[config.mk]
export PLATFORM = sky130hd
export DESIGN_NAME = pwm_multi
export DESIGN_NICKNAME = d
export VERILOG_FILES = /design/src/rtl/pwm_pkg.sv /design/src/rtl/pwm_cmp_ch.sv /design/src/rtl/pwm_multi.sv
export SDC_FILE = /design/constraint.sdc
export NUM_CORES = 1
export LEC_CHECK = 0
export CAP_MARGIN = 40
export CORE_MARGIN = 5
export CORE_UTILIZATION = 45
export CTS_CLUSTER_SIZE = 14
export DETAILED_ROUTE_END_ITERATION = 8
export GPL_ROUTABILITY_DRIVEN = 0
export PLACE_DENSITY = 0.68
export SKIP_CTS_REPAIR_TIMING = 1
export SYNTH_ARGS = -nofsm -noshare
export SYNTH_HDL_FRONTEND = slang
export SYNTH_HIERARCHICAL = 1
export SYNTH_SLANG_ARGS = --single-unit
[constraint.sdc]
create_clock -name clk -period 10.4 [get_ports clk]
set_clock_uncertainty 0.15 [all_clocks]
set_input_delay 2.08 -clock clk [delete_from_list [all_inputs] [get_ports clk]]
set_output_delay 2.08 -clock clk [all_outputs]
set_load 0.05 [all_outputs]
[src/rtl/pwm_pkg.sv]
// Shared constants and helpers for the multi-channel PWM block.
package pwm_pkg;

  localparam logic PWM_EDGE   = 1'b0;
  localparam logic PWM_CENTER = 1'b1;

  localparam int DEF_CH = 4;
  localparam int DEF_W  = 16;

  typedef enum logic {
    DIR_UP   = 1'b0,
    DIR_DOWN = 1'b1
  } dir_e;

  // Channel i of a packed duty bus (zero-extended, up to 16x32 bits).
  function automatic logic [31:0] duty_slice(
    input logic [511:0] bus,
    input int           i,
    input int           w
  );
    return 32'(bus >> (i * w));
  endfunction

endpackage

[src/rtl/pwm_cmp_ch.sv]
// One PWM channel: compare against the shared counter, apply
// polarity and register the result.
module pwm_cmp_ch
  import pwm_pkg::*;
#(
  parameter int W = DEF_W
) (
  input  logic         clk,
  input  logic         rst_n,
  input  logic         en,
  input  logic         pol,
  input  logic [W-1:0] cnt,
  input  logic [W-1:0] duty,
  output logic         pwm_out
);

  logic pwm_d, pwm_q;

  always_comb begin
    pwm_d = (en && (cnt < duty)) ^ pol;
  end

  always_ff @(posedge clk) begin
    if (!rst_n) pwm_q <= 1'b0;
    else        pwm_q <= pwm_d;
  end

  assign pwm_out = pwm_q;

endmodule

[src/rtl/pwm_multi.sv]
// Multi-channel PWM: shared up/up-down counter with shadowed
// period/duty/mode that take effect only at period boundaries.
module pwm_multi
  import pwm_pkg::*;
#(
  parameter int CH = DEF_CH,
  parameter int W  = DEF_W
) (
  input  logic          clk,
  input  logic          rst_n,
  input  logic          enable,
  input  logic          center,
  input  logic [W-1:0]  period,
  input  logic [CH*W-1:0] duty,
  input  logic          update,
  input  logic [CH-1:0] polarity,
  output logic [CH-1:0] pwm_out,
  output logic          period_start,
  output logic          update_ack
);

  logic [W-1:0]    cnt_d, cnt_q;
  dir_e            dir_d, dir_q;
  logic [W-1:0]    act_period_d, act_period_q;
  logic [CH*W-1:0] act_duty_d, act_duty_q;
  logic            act_center_d, act_center_q;
  logic [W-1:0]    sh_period_d, sh_period_q;
  logic [CH*W-1:0] sh_duty_d, sh_duty_q;
  logic            sh_center_d, sh_center_q;
  logic            pending_d, pending_q;
  logic            ack_d, ack_q;
  logic            ps_d, ps_q;
  logic            p_nz, wrap, apply;

  assign p_nz = (act_period_q != '0);

  always_comb begin
    cnt_d        = cnt_q;
    dir_d        = dir_q;
    act_period_d = act_period_q;
    act_duty_d   = act_duty_q;
    act_center_d = act_center_q;
    sh_period_d  = sh_period_q;
    sh_duty_d    = sh_duty_q;
    sh_center_d  = sh_center_q;
    pending_d    = pending_q;
    ack_d        = 1'b0;
    wrap         = 1'b0;

    // Period 1 in center mode runs 0,1,0 and wraps from the top.
    if (!p_nz) begin
      wrap = 1'b1;
    end else if (act_center_q == PWM_CENTER) begin
      wrap = ((dir_q == DIR_DOWN) && (cnt_q <= W'(1)))
          || ((dir_q == DIR_UP) && (act_period_q == W'(1))
              && (cnt_q >= W'(1)));
    end else begin
      wrap = (cnt_q >= act_period_q - W'(1));
    end
    apply = !enable || wrap;

    if (apply) begin
      cnt_d = '0;
      dir_d = DIR_UP;
    end else if (act_center_q == PWM_CENTER) begin
      if (dir_q == DIR_UP) begin
        if (cnt_q >= act_period_q) begin
          cnt_d = act_period_q - W'(1);
          dir_d = DIR_DOWN;
        end else begin
          cnt_d = cnt_q + W'(1);
        end
      end else begin
        cnt_d = cnt_q - W'(1);
      end
    end else begin
      cnt_d = cnt_q + W'(1);
    end

    if (update) begin
      sh_period_d = period;
      sh_duty_d   = duty;
      sh_center_d = center;
      pending_d   = 1'b1;
    end

    if (apply && update) begin
      act_period_d = period;
      act_duty_d   = duty;
      act_center_d = center;
      pending_d    = 1'b0;
      ack_d        = 1'b1;
    end else if (apply && pending_q) begin
      act_period_d = sh_period_q;
      act_duty_d   = sh_duty_q;
      act_center_d = sh_center_q;
      pending_d    = 1'b0;
      ack_d        = 1'b1;
    end

    ps_d = enable && p_nz && (cnt_q == '0) && (dir_q == DIR_UP);
  end

  always_ff @(posedge clk) begin
    if (!rst_n) begin
      cnt_q        <= '0;
      dir_q        <= DIR_UP;
      act_period_q <= '0;
      act_duty_q   <= '0;
      act_center_q <= PWM_EDGE;
      sh_period_q  <= '0;
      sh_duty_q    <= '0;
      sh_center_q  <= PWM_EDGE;
      pending_q    <= 1'b0;
      ack_q        <= 1'b0;
      ps_q         <= 1'b0;
    end else begin
      cnt_q        <= cnt_d;
      dir_q        <= dir_d;
      act_period_q <= act_period_d;
      act_duty_q   <= act_duty_d;
      act_center_q <= act_center_d;
      sh_period_q  <= sh_period_d;
      sh_duty_q    <= sh_duty_d;
      sh_center_q  <= sh_center_d;
      pending_q    <= pending_d;
      ack_q        <= ack_d;
      ps_q         <= ps_d;
    end
  end

  assign period_start = ps_q;
  assign update_ack   = ack_q;

  for (genvar i = 0; i < CH; i++) begin : g_ch
    logic [W-1:0] duty_i;
    assign duty_i = W'(duty_slice(512'(act_duty_q), i, W));

    pwm_cmp_ch #(.W(W)) u_ch (
      .clk     (clk),
      .rst_n   (rst_n),
      .en      (enable && p_nz),
      .pol     (polarity[i]),
      .cnt     (cnt_q),
      .duty    (duty_i),
      .pwm_out (pwm_out[i])
    );
  end

endmodule

==> impl_metrics.json, run 1 <==
{
  "worst_pin_slew_ns": 0.8922,
  "vias": 7617,
  "synthArstFlopShare": 0,
  "root_buffer": "clkbuf_16",
  "synth_top_cell_by_area": "dfxtp_1",
  "p_int_uw": 1417,
  "drive_gt1_frac": 0.1318,
  "power.total_uw": 2020,
  "p_switching_uw": 602.5,
  "drt_iter0_drc": 533,
  "crit_type": "reg -> reg",
  "io_buffers": 94,
  "crit_chain": "or4_4 -> nor3_4 -> nand2_1 -> xnor2_1 -> ha_1 -> nand4_1 -> nor4_1 -> a211oi_1 -> o211a_1 -> a21o_4 -> buf_4 -> buf_16 -> mux2_2",
  "die-area_um2": 26660,
  "yosys.area_share.adder": 0.1160,
  "ys_types": 58,
  "final_max_slew_viol_count": 0,
  "sw_frac_of_total": 0.2983,
  "yosys.area_share.simple": 0.1678,
  "grt_max_degree": 76,
  "numCtsBuffers": 17,
  "fin_ws_ns": 5.879,
  "fin_nets": 1335,
  "num_io_pins": 95,
  "drt_wl_total_um": 23670,
  "initial_core_util": 0.4531,
  "viasPerCell": 5.147,
  "synthCells": 1074,
  "synth_ff_type": "dfxtp_1",
  "crit_path_end_kind": "register",
  "p_leak_uw": 0.005505,
  "min_period_ns": 4.521,
  "cap_violations": 0,
  "postRouteAntennaNets": 0,
  "yosys.area.top_type_share": 0.3522,
  "p_clk_frac": 0.344,
  "cts_tree": "yes",
  "wl_per_cell_um": 15.99,
  "clockBufferDepth": 2,
  "grt_usage": 0.1801,
  "worst_hold_path_type": "reg -> reg",
  "setup_tns_ns": 0,
  "power_density_nw_per_um2": 162.9,
  "fin_cells": 1480,
  "antenna_cells": 0,
  "preCtsSetupSlack_ns": 5.505,
  "route.detailed.drc": 0,
  "clkSinkCount": 186,
  "die_w_um": 163.3,
  "synth_top_cells_by_count": "dfxtp_1 (186), nor2_1 (123), ha_1 (98)",
  "rsz0062_at_grt": "false",
  "synthXorXnorAreaFrac": 0.03314,
  "avgSynthCellArea_um2": 9.843,
  "antenna_found_initial": 0,
  "cts.clk_slew.worst_paths_ns": 0.07,
  "clock.fmax_mhz": 221.2,
  "syn-cell-area_um2": 10570,
  "finalHoldViolCount": 0,
  "dr.pass1.iters": 6,
  "seqPwrFrac": 0.394,
  "synthesis.nets": 1261,
  "combPwrFrac": 0.262,
  "synthTopCellsByArea": "dfxtp_1 (35%), ha_1 (12%), mux2_4 (11%)",
  "cp_max_fo": 43,
  "fin_area_um2": 12400,
  "core_area_um2": 23330,
  "muxShareOfSynthArea": 0.1948,
  "outcome": "finished, final reports clean",
  "grt_pass1_wl_um": 38630,
  "die_h_um": 163.3,
  "synth_top_family_by_area": "multiplexers",
  "htreeDepth": 4,
  "slew_headroom": 0.4052,
  "yosysSeqAreaShare": 0.3522,
  "period_share": 0.4347,
  "critPathArrivalTime_ns": 4.69,
  "finalSetupViolCount": 0,
  "rows": 56,
  "first_global_vias": 7500,
  "slowest_stage": "or4_4",
  "cp_top_family": "simple AND/OR/NAND/NOR gates",
  "syn_to_final_growth_pct": 17.27,
  "yosysWarnings": 6,
  "dpl_cell_area_um2": 11770,
  "post-dp-hpwl_um": 16390,
  "ys_ff_latch": 186,
  "critPathBufInv": 2,
  "synth_edf_count": 0,
  "crit_path_max_incr_delay_ns": 0.59,
  "dp.cells": 1448,
  "start_kind": "register",
  "synth_compound_area_frac": 0.07812,
  "synth.most_common_cell": "dfxtp_1",
  "grt_overflow": 0,
  "clk_latency_ns": 0.43,
  "peakVddDrop_uv": 107.9,
  "crit_required_ns": 10.57
}
==> layer usage <==
layer / part of all wire / vias to the layer above / track usage
li1: - / 3863 / -
met1: 0.49 / 3553 / 0.2519
met2: 0.45 / 174 / 0.2870
met3: 0.048 / 27 / 0.03104
met4: 0.016 / 0 / 0.05109
met5: 0 / - / 0
==> cells by family (layout without fill, tap and decap cells) <==
kind of cell / count (synthesis) / count (layout)
and+or+nand+nor: 335 / 335
AOI/OAI and AO/OA: 104 / 104
DFF: 186 / 186
muxes: 166 / 166
adders and majority gates: 98 / 98
xor gates and xnor gates: 40 / 40
buffers and inverters: 145 / 232
==> final timing paths <==
path	from	endpoint	slack [ns]	depth (start not counted)
setup reg to reg	act_period_q[2]	act_center_q	5.88	13
setup / recovery	act_period_q[2]	act_center_q	5.88	13
hold reg to reg	pending_q	pending_q	0.32	2
hold / removal	pending_q	pending_q	0.32	2
==> layout make-up <==
cell class | count | area, um2
tap | 319 | 399.1
clock inverter | 12 | 182.7
timing repair buffer | 104 | 1041
clock buffer | 20 | 446.7
sequential | 186 | 3724
inverter | 96 | 360.3
multi-input combinational | 743 | 6243
fill | 2106 | 10940
==> power by group through the flow <==
stage	logic, uW	registers [uW]	clock network (uW)
2_1_floorplan	392	816	0
3_3_place_gp	512	812	0
3_5_place_dp	526	812	0
4_1_cts	530	797	708
5_1_grt	580	803	740
6_report	529	797	695
==> metrics by stage <==
stage | hold WS (ns) | util
5_1_grt | 0.3616 | 0.5313
3_3_place_gp | 0.2944 | 0.5017
4_1_cts | 0.3187 | 0.5313
6_report | 0.3161 | 0.5313
3_5_place_dp | 0.3026 | 0.5043
2_1_floorplan | 0.2718 | -
==> tightest hold or removal path, stage by stage (launching register included) <==
cell     delay [ns]
dfxtp_1        0.31
nor2_1         0.05
nor2_1         0.07
==> sequential cells by signal (all words and copies together) (netlist names) <==
| register | flops |
|---|---|
| act_period_q | 16 |
| g_ch.u_ch/pwm_out | 4 |
| act_center_q | 1 |
| dir_q | 1 |
| period_start | 1 |
| update_ack | 1 |
| cnt_q | 16 |
| sh_duty_q | 64 |
| sh_center_q | 1 |
| sh_period_q | 16 |
| pending_q | 1 |
| act_duty_q | 64 |
==> cells in the final DEF, fill, tap and decap left out, types with 4 or more instances in the layout <==
| cell | instances |
|---|---|
| dfxtp_1 | 186 |
| nor4_2 | 8 |
| nand2b_4 | 4 |
| ha_1 | 98 |
| buf_4 | 9 |
| clkbuf_16 | 17 |
| mux2_4 | 79 |
| nor4_1 | 8 |
| a41o_1 | 4 |
| a21oi_1 | 30 |
| o21ai_0 | 7 |
| nand2b_1 | 6 |
| inv_1 | 95 |
| nand3_1 | 22 |
| nor2_1 | 123 |
| and3_1 | 7 |
| mux2i_1 | 85 |
| a22o_1 | 5 |
| nor3_1 | 19 |
| o2111ai_2 | 4 |
| xor2_1 | 10 |
| a21o_1 | 9 |
| or3_1 | 7 |
| a2111oi_4 | 4 |
| or4_1 | 4 |
| nand4_1 | 21 |
| a211oi_1 | 10 |
| and2_1 | 66 |
| clkdlybuf4s50_1 | 92 |
| nand2_1 | 30 |
| xnor2_1 | 30 |
| o21ai_1 | 4 |
Power figures use the tool's default switching activity.
==> run 2: changes to the inputs <==
- PLACE_DENSITY: 0.68 -> 0.7
- clock period: 10.4 -> 3.7 ns (I/O delays scaled with it)
==> run 2 against run 1 <==
Cell area increased by 3.2%. Die area unchanged. Setup slack worse by 5.8 ns. Critical path depth is the same. Clock power increased to 2.8 times the previous value. Final cell count up 1.9%. Hold slack better by 0.047 ns. Via count up 3.1%. Largest cell class unchanged.
==> impl_metrics.json, run 2 (synthesized netlist as in run 1, its figures left out) <==
{
  "outcome": "finished, final reports clean",
  "route.detailed.drc": 0,
  "core_area_um2": 23330,
  "combPwrFrac": 0.283,
  "vias": 7853,
  "slew_headroom": 0.4930,
  "grt_max_degree": 75,
  "die_h_um": 163.3,
  "final_max_slew_viol_count": 0,
  "reg2reg_depth": 13,
  "rows": 56,
  "critPathArrivalTime_ns": 3.83,
  "crit_type": "reg -> reg",
  "dr.pass1.iters": 6,
  "cts.clk_slew.worst_paths_ns": 0.07,
  "post-dp-hpwl_um": 17280,
  "seqPwrFrac": 0.382,
  "hold_path_depth": 2,
  "cts_tree": "yes",
  "worst_hold_path_type": "reg -> reg",
  "drt_wl_total_um": 25330,
  "sw_frac_of_total": 0.3005,
  "cap_violations": 0,
  "io_buffers": 94,
  "dpl_cell_area_um2": 11910,
  "clockBufferDepth": 2,
  "final_cell_mix": "dfxtp_1 (185), nor2_1 (122), ha_1 (97)",
  "p_switching_uw": 1759,
  "grt_pass1_wl_um": 39900,
  "fin_util": 0.5481,
  "fill_cells": 2107,
  "dp.cells": 1463,
  "fin_nets": 1363,
  "crit_required_ns": 3.88,
  "viasPerCell": 5.208,
  "die_w_um": 163.3,
  "peakVddDrop_uv": 283.3,
  "p_leak_uw": 0.005704,
  "finalHoldViolCount": 0,
  "syn_to_final_growth_pct": 20.97,
  "fin_cells": 1508,
  "first_global_vias": 7953,
  "start_kind": "register",
  "die-area_um2": 26660,
  "grt_usage": 0.1866,
  "finalSetupViolCount": 0,
  "crit_path_end_kind": "register",
  "drt_iter0_drc": 408,
  "fin_area_um2": 12790,
  "clock.fmax_mhz": 273.4,
  "period_share": 0.9887,
  "postRouteAntennaNets": 0,
  "cp_max_fo": 5,
  "root_buffer": "clkbuf_16",
  "numCtsBuffers": 17,
  "p_clk_frac": 0.335,
  "min_period_ns": 3.658,
  "fin_ws_ns": 0.04168,
  "reg_top3": "act_duty_q x64, sh_duty_q x64",
  "drive_gt1_frac": 0.1623,
  "antenna_cells": 0,
  "preCtsSetupSlack_ns": -0.002332,
  "wl_per_cell_um": 16.80,
  "p_int_uw": 4095,
  "power.total_uw": 5854,
  "grt_overflow": 0,
  "clk_latency_ns": 0.44,
  "worst_pin_slew_ns": 0.7595,
  "power_density_nw_per_um2": 457.8,
  "antenna_found_initial": 0,
  "initial_core_util": 0.4531,
  "final_common_cell": "dfxtp_1",
  "clkSinkCount": 186,
  "num_io_pins": 95,
  "htreeDepth": 4
}
## run 2: changes by cell type in the layout (fill, tap and decap cells not counted), sizes merged
| cell | change |
|---|---|
| buf | +23 |
| a21o | +2 |
| clkbuf | +2 |
| clkinv | +1 |
## run 2: final cells by class
cell class              instances  area (um2)  area share
inverters                      96       360.3     0.02818
well taps                     319       399.1     0.03121
multi-input cells             745        6339      0.4956
repair buffers                130        1338      0.1046
clock buffers                  19       442.9     0.03463
flip-flops and latches        186        3725      0.2913
clock inverters                13       185.2     0.01448
## run 2: metrics by stage
stage	hold WS (ns)	TNS [ns]
finish	0.3631	0
global placement	0.3172	0
floorplan	0.2718	0
CTS	0.3475	-1.129
detailed placement	0.3317	-0.002332
global route	0.3980	-0.3629
## run 2: critical path, stage by stage, from the launching register on
cell	delay, ns
dfxtp_2	0.36
or4_4	0.56
nor3_4	0.28
buf_4	0.17
nand4_1	0.14
xnor2_2	0.21
inv_1	0.06
ha_1	0.30
and3_1	0.15
nand3_1	0.09
o211a_4	0.28
a21o_2	0.32
clkbuf_16	0.20
mux2_4	0.29
## run 2: final timing paths
path / startpoint / end / slack, ns
setup / recovery: act_period_q[6] / act_duty_q[60] / 0.04
setup reg to reg: act_period_q[6] / act_duty_q[60] / 0.04
hold reg to reg: sh_duty_q[40] / sh_duty_q[40] / 0.36
hold / removal: sh_duty_q[40] / sh_duty_q[40] / 0.36
## run 2: routing by layer
metal / wire, um / track usage
met1: 11720 / 0.2474
met2: 11490 / 0.3049
met3: 1303 / 0.02978
met4: 820 / 0.07434
met5: 0 / 0
## run 2: power by group through the flow
stage / Sequential (uW) / Clock, uW / Combinational (uW)
floorplan: 2290 / 0 / 1100
global placement: 2280 / 0 / 1480
detailed placement: 2280 / 0 / 1510
CTS: 2240 / 2000 / 1520
global route: 2260 / 2090 / 1790
finish: 2240 / 1960 / 1660
